## config.mk

```make
export PLATFORM = sky130hd
export DESIGN_NAME = or1200_cpu_tmp_total_dp
export DESIGN_NICKNAME = d
export VERILOG_FILES = /design/src/rtl/or1200_defines_pkg.sv /design/src/rtl/or1200_cust5_msgbuf.sv /design/src/rtl/or1200_cpu_tmp_total_dp.sv
export SDC_FILE = /design/constraint.sdc
export NUM_CORES = 2
export LEC_CHECK = 0
export ABC_CLOCK_PERIOD_IN_PS = 8200
export CORE_MARGIN = 8
export CORE_UTILIZATION = 52
export DETAILED_ROUTE_END_ITERATION = 10
export PLACE_DENSITY_LB_ADDON = 0.05
export SLEW_MARGIN = 20
export SYNTH_ARGS = -nofsm -noshare
export SYNTH_HDL_FRONTEND = slang
export SYNTH_HIERARCHICAL = 1
export SYNTH_SLANG_ARGS = --single-unit
```

## constraint.sdc

```tcl
create_clock -name clk -period 8.2 [get_ports clk]
set_clock_uncertainty 0.2 [all_clocks]
set_input_delay 1.23 -clock clk [delete_from_list [all_inputs] [get_ports clk]]
set_output_delay 1.23 -clock clk [all_outputs]
set_load 0.01 [all_outputs]
```

## src/rtl/or1200_defines_pkg.sv

```systemverilog
// Shared widths, opcode constants and helpers for the OR1200 EX/WB datapath slice.
package or1200_defines_pkg;

    localparam int OR1200_OPERAND_WIDTH = 32;
    localparam int OR1200_ALUOP_WIDTH   = 5;
    localparam int OR1200_ALUOP2_WIDTH  = 4;
    localparam int OR1200_COMPOP_WIDTH  = 4;
    localparam int OR1200_RFWBOP_WIDTH  = 4;
    localparam int OR1200_CUST5_WORDS   = 16;

    localparam logic [4:0] OR1200_ALUOP_ADD   = 5'b00000;
    localparam logic [4:0] OR1200_ALUOP_ADDC  = 5'b00001;
    localparam logic [4:0] OR1200_ALUOP_SUB   = 5'b00010;
    localparam logic [4:0] OR1200_ALUOP_AND   = 5'b00011;
    localparam logic [4:0] OR1200_ALUOP_OR    = 5'b00100;
    localparam logic [4:0] OR1200_ALUOP_XOR   = 5'b00101;
    localparam logic [4:0] OR1200_ALUOP_MUL   = 5'b00110;
    localparam logic [4:0] OR1200_ALUOP_SHROT = 5'b01000;
    localparam logic [4:0] OR1200_ALUOP_MOVHI = 5'b01100;
    localparam logic [4:0] OR1200_ALUOP_CMOV  = 5'b01110;
    localparam logic [4:0] OR1200_ALUOP_FF1   = 5'b01111;
    localparam logic [4:0] OR1200_ALUOP_CUST5 = 5'b10010;

    typedef enum logic [1:0] {
        SHROT_SLL = 2'b00,
        SHROT_SRL = 2'b01,
        SHROT_SRA = 2'b10,
        SHROT_ROR = 2'b11
    } shrot_op_e;

    localparam logic [4:0] OR1200_CUST5_TAIL  = 5'b00001;
    localparam logic [4:0] OR1200_CUST5_BODY  = 5'b00010;
    localparam logic [4:0] OR1200_CUST5_HEAD  = 5'b00100;
    localparam logic [4:0] OR1200_CUST5_STORE = 5'b01000;

    localparam logic [2:0] OR1200_RFWB_SEL_PC8 = 3'b011;
    localparam logic [2:0] OR1200_RFWB_SEL_MAC = 3'b101;

    typedef struct packed {
        logic [2:0] sel;
        logic       we;
    } rfwb_op_t;

    // 1-based position of the lowest set bit; 0 when no bit is set.
    function automatic logic [31:0] ff1(input logic [31:0] v);
        logic [31:0] r;
        r = '0;
        for (int i = 31; i >= 0; i--) begin
            if (v[i]) r = 32'(i + 1);
        end
        return r;
    endfunction

endpackage

```

## src/rtl/or1200_cust5_msgbuf.sv

```systemverilog
// l.cust5 message staging buffer: sixteen 32-bit words filled in arrival
// order from the top slot down, with a word-count, a done latch and a read port.
module or1200_cust5_msgbuf
    import or1200_defines_pkg::*;
(
    input  logic        clk,
    input  logic        rst,
    input  logic        en_i,
    input  logic [4:0]  op_i,
    input  logic [3:0]  sel_i,
    input  logic [31:0] data_i,
    output logic [31:0] result_o
);

    logic [31:0] word_q [OR1200_CUST5_WORDS];
    logic [31:0] word_d [OR1200_CUST5_WORDS];
    logic [4:0]  cnt_q, cnt_d;
    logic        done_q, done_d;

    always_comb begin
        word_d = word_q;
        cnt_d  = cnt_q;
        done_d = done_q;
        if (en_i) begin
            case (op_i)
                OR1200_CUST5_HEAD: begin
                    for (int i = 0; i < OR1200_CUST5_WORDS; i++) word_d[i] = '0;
                    word_d[OR1200_CUST5_WORDS-1] = data_i;
                    cnt_d  = 5'd1;
                    done_d = 1'b0;
                end
                OR1200_CUST5_BODY: begin
                    if (!done_q && (cnt_q < 5'd16)) begin
                        word_d[4'd15 - cnt_q[3:0]] = data_i;
                        cnt_d = cnt_q + 5'd1;
                    end
                end
                OR1200_CUST5_TAIL: done_d = 1'b1;
                default: ;
            endcase
        end
    end

    // STORE reads the pre-edge contents; the control ops report the updated count.
    always_comb begin
        result_o = '0;
        case (op_i)
            OR1200_CUST5_STORE: result_o = word_q[sel_i];
            OR1200_CUST5_HEAD,
            OR1200_CUST5_BODY,
            OR1200_CUST5_TAIL:  result_o = {27'b0, cnt_d};
            default:            result_o = '0;
        endcase
    end

    always_ff @(posedge clk) begin
        if (!rst) begin
            for (int i = 0; i < OR1200_CUST5_WORDS; i++) word_q[i] <= '0;
            cnt_q  <= '0;
            done_q <= 1'b0;
        end else begin
            for (int i = 0; i < OR1200_CUST5_WORDS; i++) word_q[i] <= word_d[i];
            cnt_q  <= cnt_d;
            done_q <= done_d;
        end
    end

endmodule

```

## src/rtl/or1200_cpu_tmp_total_dp.sv

```systemverilog
// Reduced OR1200 execute/write-back slice: ALU, l.cust5 message buffer and a
// registered write-back mux, with a free-running stub EX program counter.
module or1200_cpu_tmp_total_dp
    import or1200_defines_pkg::*;
(
    input  logic        clk,
    input  logic        rst,
    input  logic [31:0] operand_a,
    input  logic [31:0] operand_b,
    input  logic [31:0] mult_mac_result,
    input  logic        macrc_op,
    input  logic [4:0]  alu_op,
    input  logic [3:0]  alu_op2,
    input  logic [3:0]  comp_op,
    input  logic [4:0]  cust5_op,
    input  logic [5:0]  cust5_limm,
    input  logic        carry,
    input  logic        flag,
    input  logic [3:0]  rfwb_op,
    output logic [31:0] ex_pc,
    output logic [31:0] rf_dataw
);

    logic [31:0] ex_pc_q, ex_pc_d;
    logic [31:0] rf_dataw_q, rf_dataw_d;
    logic [31:0] alu_result;
    logic [31:0] shrot_result;
    logic [31:0] cust5_result;
    logic [31:0] wb_data;
    logic [4:0]  shamt;
    logic [63:0] ror_wide;
    rfwb_op_t    rfwb;
    logic        unused_inputs;

    assign rfwb  = rfwb_op_t'(rfwb_op);
    assign shamt = operand_b[4:0];

    or1200_cust5_msgbuf u_cust5 (
        .clk      (clk),
        .rst      (rst),
        .en_i     (alu_op == OR1200_ALUOP_CUST5),
        .op_i     (cust5_op),
        .sel_i    (cust5_limm[3:0]),
        .data_i   (operand_a),
        .result_o (cust5_result)
    );

    // Rotate by shifting a doubled copy so a zero amount needs no special case.
    assign ror_wide = {operand_a, operand_a} >> shamt;

    always_comb begin
        shrot_result = '0;
        case (shrot_op_e'(alu_op2[1:0]))
            SHROT_SLL: shrot_result = operand_a << shamt;
            SHROT_SRL: shrot_result = operand_a >> shamt;
            SHROT_SRA: shrot_result = $unsigned($signed(operand_a) >>> shamt);
            SHROT_ROR: shrot_result = ror_wide[31:0];
            default:   shrot_result = '0;
        endcase
    end

    always_comb begin
        alu_result = '0;
        if (macrc_op) begin
            alu_result = mult_mac_result;
        end else begin
            case (alu_op)
                OR1200_ALUOP_ADD:   alu_result = operand_a + operand_b;
                OR1200_ALUOP_ADDC:  alu_result = operand_a + operand_b + {31'b0, carry};
                OR1200_ALUOP_SUB:   alu_result = operand_a - operand_b;
                OR1200_ALUOP_AND:   alu_result = operand_a & operand_b;
                OR1200_ALUOP_OR:    alu_result = operand_a | operand_b;
                OR1200_ALUOP_XOR:   alu_result = operand_a ^ operand_b;
                OR1200_ALUOP_MUL:   alu_result = mult_mac_result;
                OR1200_ALUOP_SHROT: alu_result = shrot_result;
                OR1200_ALUOP_MOVHI: alu_result = {operand_b[15:0], 16'h0000};
                OR1200_ALUOP_CMOV:  alu_result = flag ? operand_a : operand_b;
                OR1200_ALUOP_FF1:   alu_result = ff1(operand_a);
                OR1200_ALUOP_CUST5: alu_result = cust5_result;
                default:            alu_result = '0;
            endcase
        end
    end

    always_comb begin
        case (rfwb.sel)
            OR1200_RFWB_SEL_PC8: wb_data = ex_pc_q + 32'd8;
            OR1200_RFWB_SEL_MAC: wb_data = mult_mac_result;
            default:             wb_data = alu_result;
        endcase
    end

    assign rf_dataw_d = rfwb.we ? wb_data : rf_dataw_q;
    assign ex_pc_d    = ex_pc_q + 32'd4;

    always_ff @(posedge clk) begin
        if (!rst) begin
            ex_pc_q    <= '0;
            rf_dataw_q <= '0;
        end else begin
            ex_pc_q    <= ex_pc_d;
            rf_dataw_q <= rf_dataw_d;
        end
    end

    assign ex_pc    = ex_pc_q;
    assign rf_dataw = rf_dataw_q;

    // No flag output exists in this slice, so the compare op is sunk here.
    assign unused_inputs = ^{comp_op, alu_op2[3:2], cust5_limm[5:4], ror_wide[63:32]};

endmodule

```

; Word-level counts from Yosys, hierarchy flattened
; Index checks and enable logic that the tools add are counted.
[word_totals]
reg_bits = 582
input_bits = 129
out_inout_bits = 64
wordCells = 121
[classes]
n_addsub = 7
magnitude_cmp = 4
n_eq_ne = 21
shift = 4
mux = 50
bitwise = 5
n_reduce_logical = 10
[ops]
columns = operator, n
row1 = 2-to-1 mux 32 bit, 36
row2 = one-hot mux 512 bit (2 select lines), 1
row3 = bitwise mux 512 bit, 1
row4 = 2-to-1 mux 512 bit, 1
row5 = one-hot mux 32 bit (12 select lines), 1
row6 = binary-select mux 32 bit (select 4 bit), 1
row7 = demux 32 bit (select 4 bit), 1
row8 = one-hot mux 32 bit (2 select lines), 2
row9 = one-hot mux 32 bit (4 select lines), 1
row10 = >> shifter 64 x 5 -> 32 bit, 1
row11 = adder 32 x 1 -> 32 bit, 1
row12 = adder 32 x 3 -> 32 bit (second input constant), 1
row13 = adder 32 bit, 1
row14 = adder 32 x 4 -> 32 bit (second input constant), 1
row15 = bitwise AND 32 bit, 1
row16 = bitwise OR 32 bit, 1
row17 = left shift 32 x 5 -> 32 bit, 1
row18 = >> shifter 32 x 5 -> 32 bit, 1
row19 = >>> shifter 32 x 5 -> 32 bit, 1
row20 = subtractor 32 bit, 1
row21 = XOR 32 bit, 1
row22 = == test 5 x 4 -> 1 bit (second input constant), 5
row23 = == test 5 x 3 -> 1 bit (second input constant), 4
row24 = == test 5 x 2 -> 1 bit (second input constant), 3
row25 = 25 further kinds, 32

; Logic depth before layout (Yosys ltp)
[logic_depth]
ltp_word = 35
mapped_depth = 18
mapped_depth_nobuf = 15

; By module
; The synthesis kept the hierarchy.
[modules_own_cells]
columns = module, instances, cells_per_inst, area_per_inst_um2, seq_area_each_um2
row1 = or1200_cust5_msgbuf, 1, 1827, 21490.6, 10369.9
row2 = or1200_cpu_tmp_total_dp, 1, 2231, 15630.0, 1241.2

; Worst setup path after synthesis
; Ideal clock, no wire load.
[synth_path]
path_kind = input port to flip-flop
from = input operand_b[2]
to = register rf_dataw_q[29], in the netlist rf_dataw[29]
setup_time_ps = 127
arrival_ps = 5534
t_required_ps = 7873
setup_slack_ps = 2339
stages = 16
path_buffers = 4
path_cell_list = inv_2 > buf_1 > clkbuf_1 > clkbuf_1 > ha_1 > buf_2 > a21o_1 > a311o_1 > a2111oi_4 > nor2_1 > xor2_1 > and4_1 > or4b_4 > nor4_2 > nor2_1 > or3_1
[synth_via]
elab_chain_cells = 5
word_cells_on_any_way = 11
cone_classes = 3 x add/sub / 4 x shift / 4 x mux
[synth_rtl]
columns = element, line_no
row1 = from (decl), or1200_cpu_tmp_total_dp.sv:9  ; input logic [31:0] operand_b,
row2 = "adder 32 bit, or another cell as far along", "or1200_cpu_tmp_total_dp.sv:68, or1200_cpu_tmp_total_dp.sv:69"
row3 = adder 32 x 1 -> 32 bit or one-hot mux 32 bit (4 select lines) (tied branches), "or1200_cpu_tmp_total_dp.sv:69, or1200_cpu_tmp_total_dp.sv:53"
row4 = one-hot mux 32 bit (12 select lines) (*), or1200_cpu_tmp_total_dp.sv:67  ; case (alu_op)
row5 = 2-to-1 mux 32 bit (*), or1200_cpu_tmp_total_dp.sv:64  ; if (macrc_op) begin
row6 = one-hot mux 32 bit (2 select lines) (*), or1200_cpu_tmp_total_dp.sv:86  ; case (rfwb.sel)
row7 = to (signal assigned), or1200_cpu_tmp_total_dp.sv:102  ; rf_dataw_q <= rf_dataw_d;
row8 = to (decl), or1200_cpu_tmp_total_dp.sv:25  ; logic [31:0] rf_dataw_q, rf_dataw_d;
; Every way passes the cells marked *; elsewhere a longest branch is shown, timed or not.
; A chain may end at the register's enable or synchronous reset.

; Worst setup path in the final report
[layout_path]
from = input alu_op[1]
to = register rf_dataw_q[3], in the netlist rf_dataw[3]
[layout_via]
elab_chain_cells = 6
word_cells_on_any_way = 17
cone_classes = 11 x eq/ne / 5 x mux / 1 x reduce/logical
[layout_rtl]
columns = element, line_no
row1 = from (decl), or1200_cpu_tmp_total_dp.sv:12  ; input logic [4:0] alu_op,
row2 = == test 5 bit, or1200_cpu_tmp_total_dp.sv:41  ; .en_i (alu_op == OR1200_ALUOP_CUST5),
row3 = 2-to-1 mux 5 bit, or1200_cust5_msgbuf.sv:24  ; if (en_i) begin
row4 = one-hot mux 32 bit (2 select lines), or1200_cust5_msgbuf.sv:47  ; case (op_i)
row5 = named net cust5_result[3], or1200_cpu_tmp_total_dp.sv:28  ; logic [31:0] cust5_result;
row6 = one-hot mux 32 bit (12 select lines), or1200_cpu_tmp_total_dp.sv:67
row7 = 2-to-1 mux 32 bit, or1200_cpu_tmp_total_dp.sv:64
row8 = one-hot mux 32 bit (2 select lines), or1200_cpu_tmp_total_dp.sv:86
; The timed path passes the listed nets, and every way through them passes these cells.

==> run metrics <==
status=finished, final reports clean; leak pwr=0.0151 µW; Clock power frac=40.8%; CP Capture Type=flip-flop; Worst R2R End=rf_dataw[4]; relative slew slack=16.0%; CTS clock-pin slew for the worst setup and hold paths=60 ps; Worst Tran Pin Value=1240 ps; period utilization=78.7%; Hold Path Sink=u_cust5/word_q[252]; clock sink count=580; vias in the first global route=34000; Crit path top cell by count=a221oi_1; post-synthesis sequential area ratio=31.3%; Sw Ratio=30.5%; Critical Path Max Stage Delay=800 ps; synthesized netlist cell count=4058; I/O pins=193; synthesized area per cell=9.15 µm²; Period minus WS final=6450 ps; Peak Freq=155 MHz; Post-Route WL=158 mm; ranking of synthesized cells by area=dfxtp_1, mux4_2, mux2i_1, ha_1, a22o_1; CP Buf/Inv Count=2; CP cell instances=clkdlybuf4s50_1 > nand2b_1 > nor4b_2 > buf_4 > or3b_4 > nor3_1 > o21ai_0 > a21bo_2 > a21o_1 > a221oi_1 > o211ai_1 > a221o_1 > a221oi_1 > nor2_1; CTS Root Cell=clkbuf_16; dpl hpwl=108 mm; wire length of the first global-routing pass=230 mm; Final Setup Violations=0; Pwr per Cell Area=171 nW/µm²; Syn. warnings=6; hold path cells=2; Area growth syn-to-layout=12.1%; postcts setup bufs=0; Post-synth ARST share=0%; drt wl/cell=31.6 µm; Flop pwr share=39.9%; Total Routing Usage GR=37.4%; max-slew violation count=0; MaxCap Viol Count=0; Synth top area share=31.3%; Mapped Area=37100 µm²; H-tree levels=3; Crit path arrival time=6710 ps; top_reg_cell synth=dfxtp_1; number of synthesized flops with an enable pin=0; Antenna Nets Post-Route=0; r2r setup slk=3960 ps; Top delay family on crit path=compound AO/OA/AOI/OAI gates; Comb pwr share=19.3%; core footprint=71100 µm²; Die Wd=283 µm; nets=4245; Reg2Reg Depth=13; global route total overflow=0; CTS tree=built; largest net degree at the start of global routing=176; Psw=2170 µW; drt initial violations=4760; hold wc startpoint=u_cust5/word_q[252]; die area=80200 µm²; Seq cells post-synth=580; RR Startpoint=u_cust5/done_q; Post-route DRC=0; WS Path Type=input pin to flip-flop; HP Class=flip-flop to flip-flop; fraction of layout cells with a size suffix above 1=12.8%; Netlist cell types=106; Pre-antenna DRT Iters=6; vias per cell=7.15; largest area contributor in the netlist=dfxtp_1; Rows=98; Int Pwr=4960 µW; Worst EP required=8460 ps; Peak supply drop=170 µV; TNS Setup=0 ps; Layout Utilization=58.5%; PortBufs=182; Die Y=283 µm; CP max-delay cell=clkdlybuf4s50_1; worst skew pair latency=620 ps; routability-driven placement congestion ratio=1.05; initial antenna violation count=6; Hold-fix buffers, CTS=0; crit path max fanout=33; Final Hold Fails=0; Max Root-Sink Buffers=3; Fin Hold WS=253 ps; Initial Util=52.2%; CTS resizes=0; cts bufs inserted=66; via count=35800; crit path launch type=input pin; RSZ-0062 raised after global routing=false
## tightest hold or removal path, cell delays in order, from the launching register on
cell	delay, ps
dfxtp_1	310
nand2_1	50
a21boi_1	50
## power by group through the flow
stage | Combinational, µW | Clock, µW | Sequential, µW
6_report | 1380 | 2910 | 2840
5_1_grt | 1440 | 3040 | 2840
4_1_cts | 1330 | 2930 | 2840
3_5_place_dp | 1330 | 0 | 2910
3_3_place_gp | 1330 | 0 | 2910
2_1_floorplan | 836 | 0 | 2910
## worst max-delay path by stage
stage / from / endpoint / slack, ps / cells after the start
after global placement: alu_op[1] / rf_dataw[3] / 1520 / 14
after floorplan: operand_b[2] / rf_dataw[29] / 2340 / 16
final: alu_op[1] / rf_dataw[3] / 1750 / 14
after CTS: alu_op[1] / rf_dataw[3] / 2050 / 14
after detailed placement: alu_op[1] / rf_dataw[3] / 1430 / 14
after global routing: alu_op[1] / rf_dataw[3] / 1600 / 14
## state kept, by name, summed over array words and instances (netlist names)
register and count:
rf_dataw 32, u_cust5/done_q 1, u_cust5/word_q 512, ex_pc 30
u_cust5/cnt_q 5
## synthesized netlist by cell type, drive strengths merged (33+ instances only)
cell type,count
mux4,187
ha,104
clkbuf,272
a21oi,173
inv,105
xnor2,79
nor2b,48
nor2,256
o31ai,99
nand2,308
nand3,168
mux2i,171
nor3,66
and3,39
a32o,71
and2,54
dfxtp,580
a31oi,40
a22o,142
o211ai,62
a221oi,41
o2bb2ai,142
nand4,33
o22ai,52
o21ai,143
a21boi,39
buf,141
## cell type report
cell class,count,area (µm²)
fill,6454,29500
multi-input combinational,2957,23600
sequential,580,11600
timing repair buffer,296,2690
clock buffer,93,1850
tap,950,1190
inverter,109,409
clock inverter,19,236
antenna,4,10.0
## stage by stage
step / total power (µW) / cell area (µm²) / worst slack [ps] / instances
2_1_floorplan: 3740 / 37100 / 2340 / 4059
3_3_place_gp: 4230 / 39500 / 1520 / 4892
3_5_place_dp: 4230 / 39500 / 1430 / 4892
4_1_cts: 7110 / 41600 / 2050 / 5004
5_1_grt: 7330 / 41600 / 1600 / 5004
6_report: 7130 / 41600 / 1750 / 5008
## per-layer routing
metal / wire, µm / GRT usage (%)
met5: 13 / 0
met4: 12400 / 23.8
met3: 15800 / 7.58
met2: 70400 / 59.2
met1: 59400 / 46.5
## cell families after synthesis
| family | Yosys count | synth area share [%] |
|---|---|---|
| buffers and inverters | 522 | 5.81 |
| AO/OA/AOI/OAI | 1279 | 26.1 |
| XOR/XNOR | 109 | 2.59 |
| multiplexers | 373 | 16.4 |
| adder cells (fa/ha/maj) | 106 | 3.61 |
| AND/OR/NAND/NOR | 1088 | 14.1 |
| other | 1 | 0.0101 |
| flip-flops | 580 | 31.3 |
## placed cells by master, fill, tap and decap left out, types with 136 or more instances in the layout
| cell | netlist | final |
|---|---|---|
| o21ai_0 | 137 | 136 |
| mux2i_1 | 171 | 171 |
| nand3_1 | 167 | 164 |
| nand2_1 | 308 | 308 |
| a21oi_1 | 169 | 167 |
| clkdlybuf4s50_1 | 0 | 171 |
| o2bb2ai_1 | 142 | 142 |
| a22o_1 | 142 | 142 |
| mux4_2 | 187 | 187 |
| dfxtp_1 | 580 | 580 |
| nor2_1 | 256 | 251 |
No activity file was read; power rests on OpenSTA's default activity.
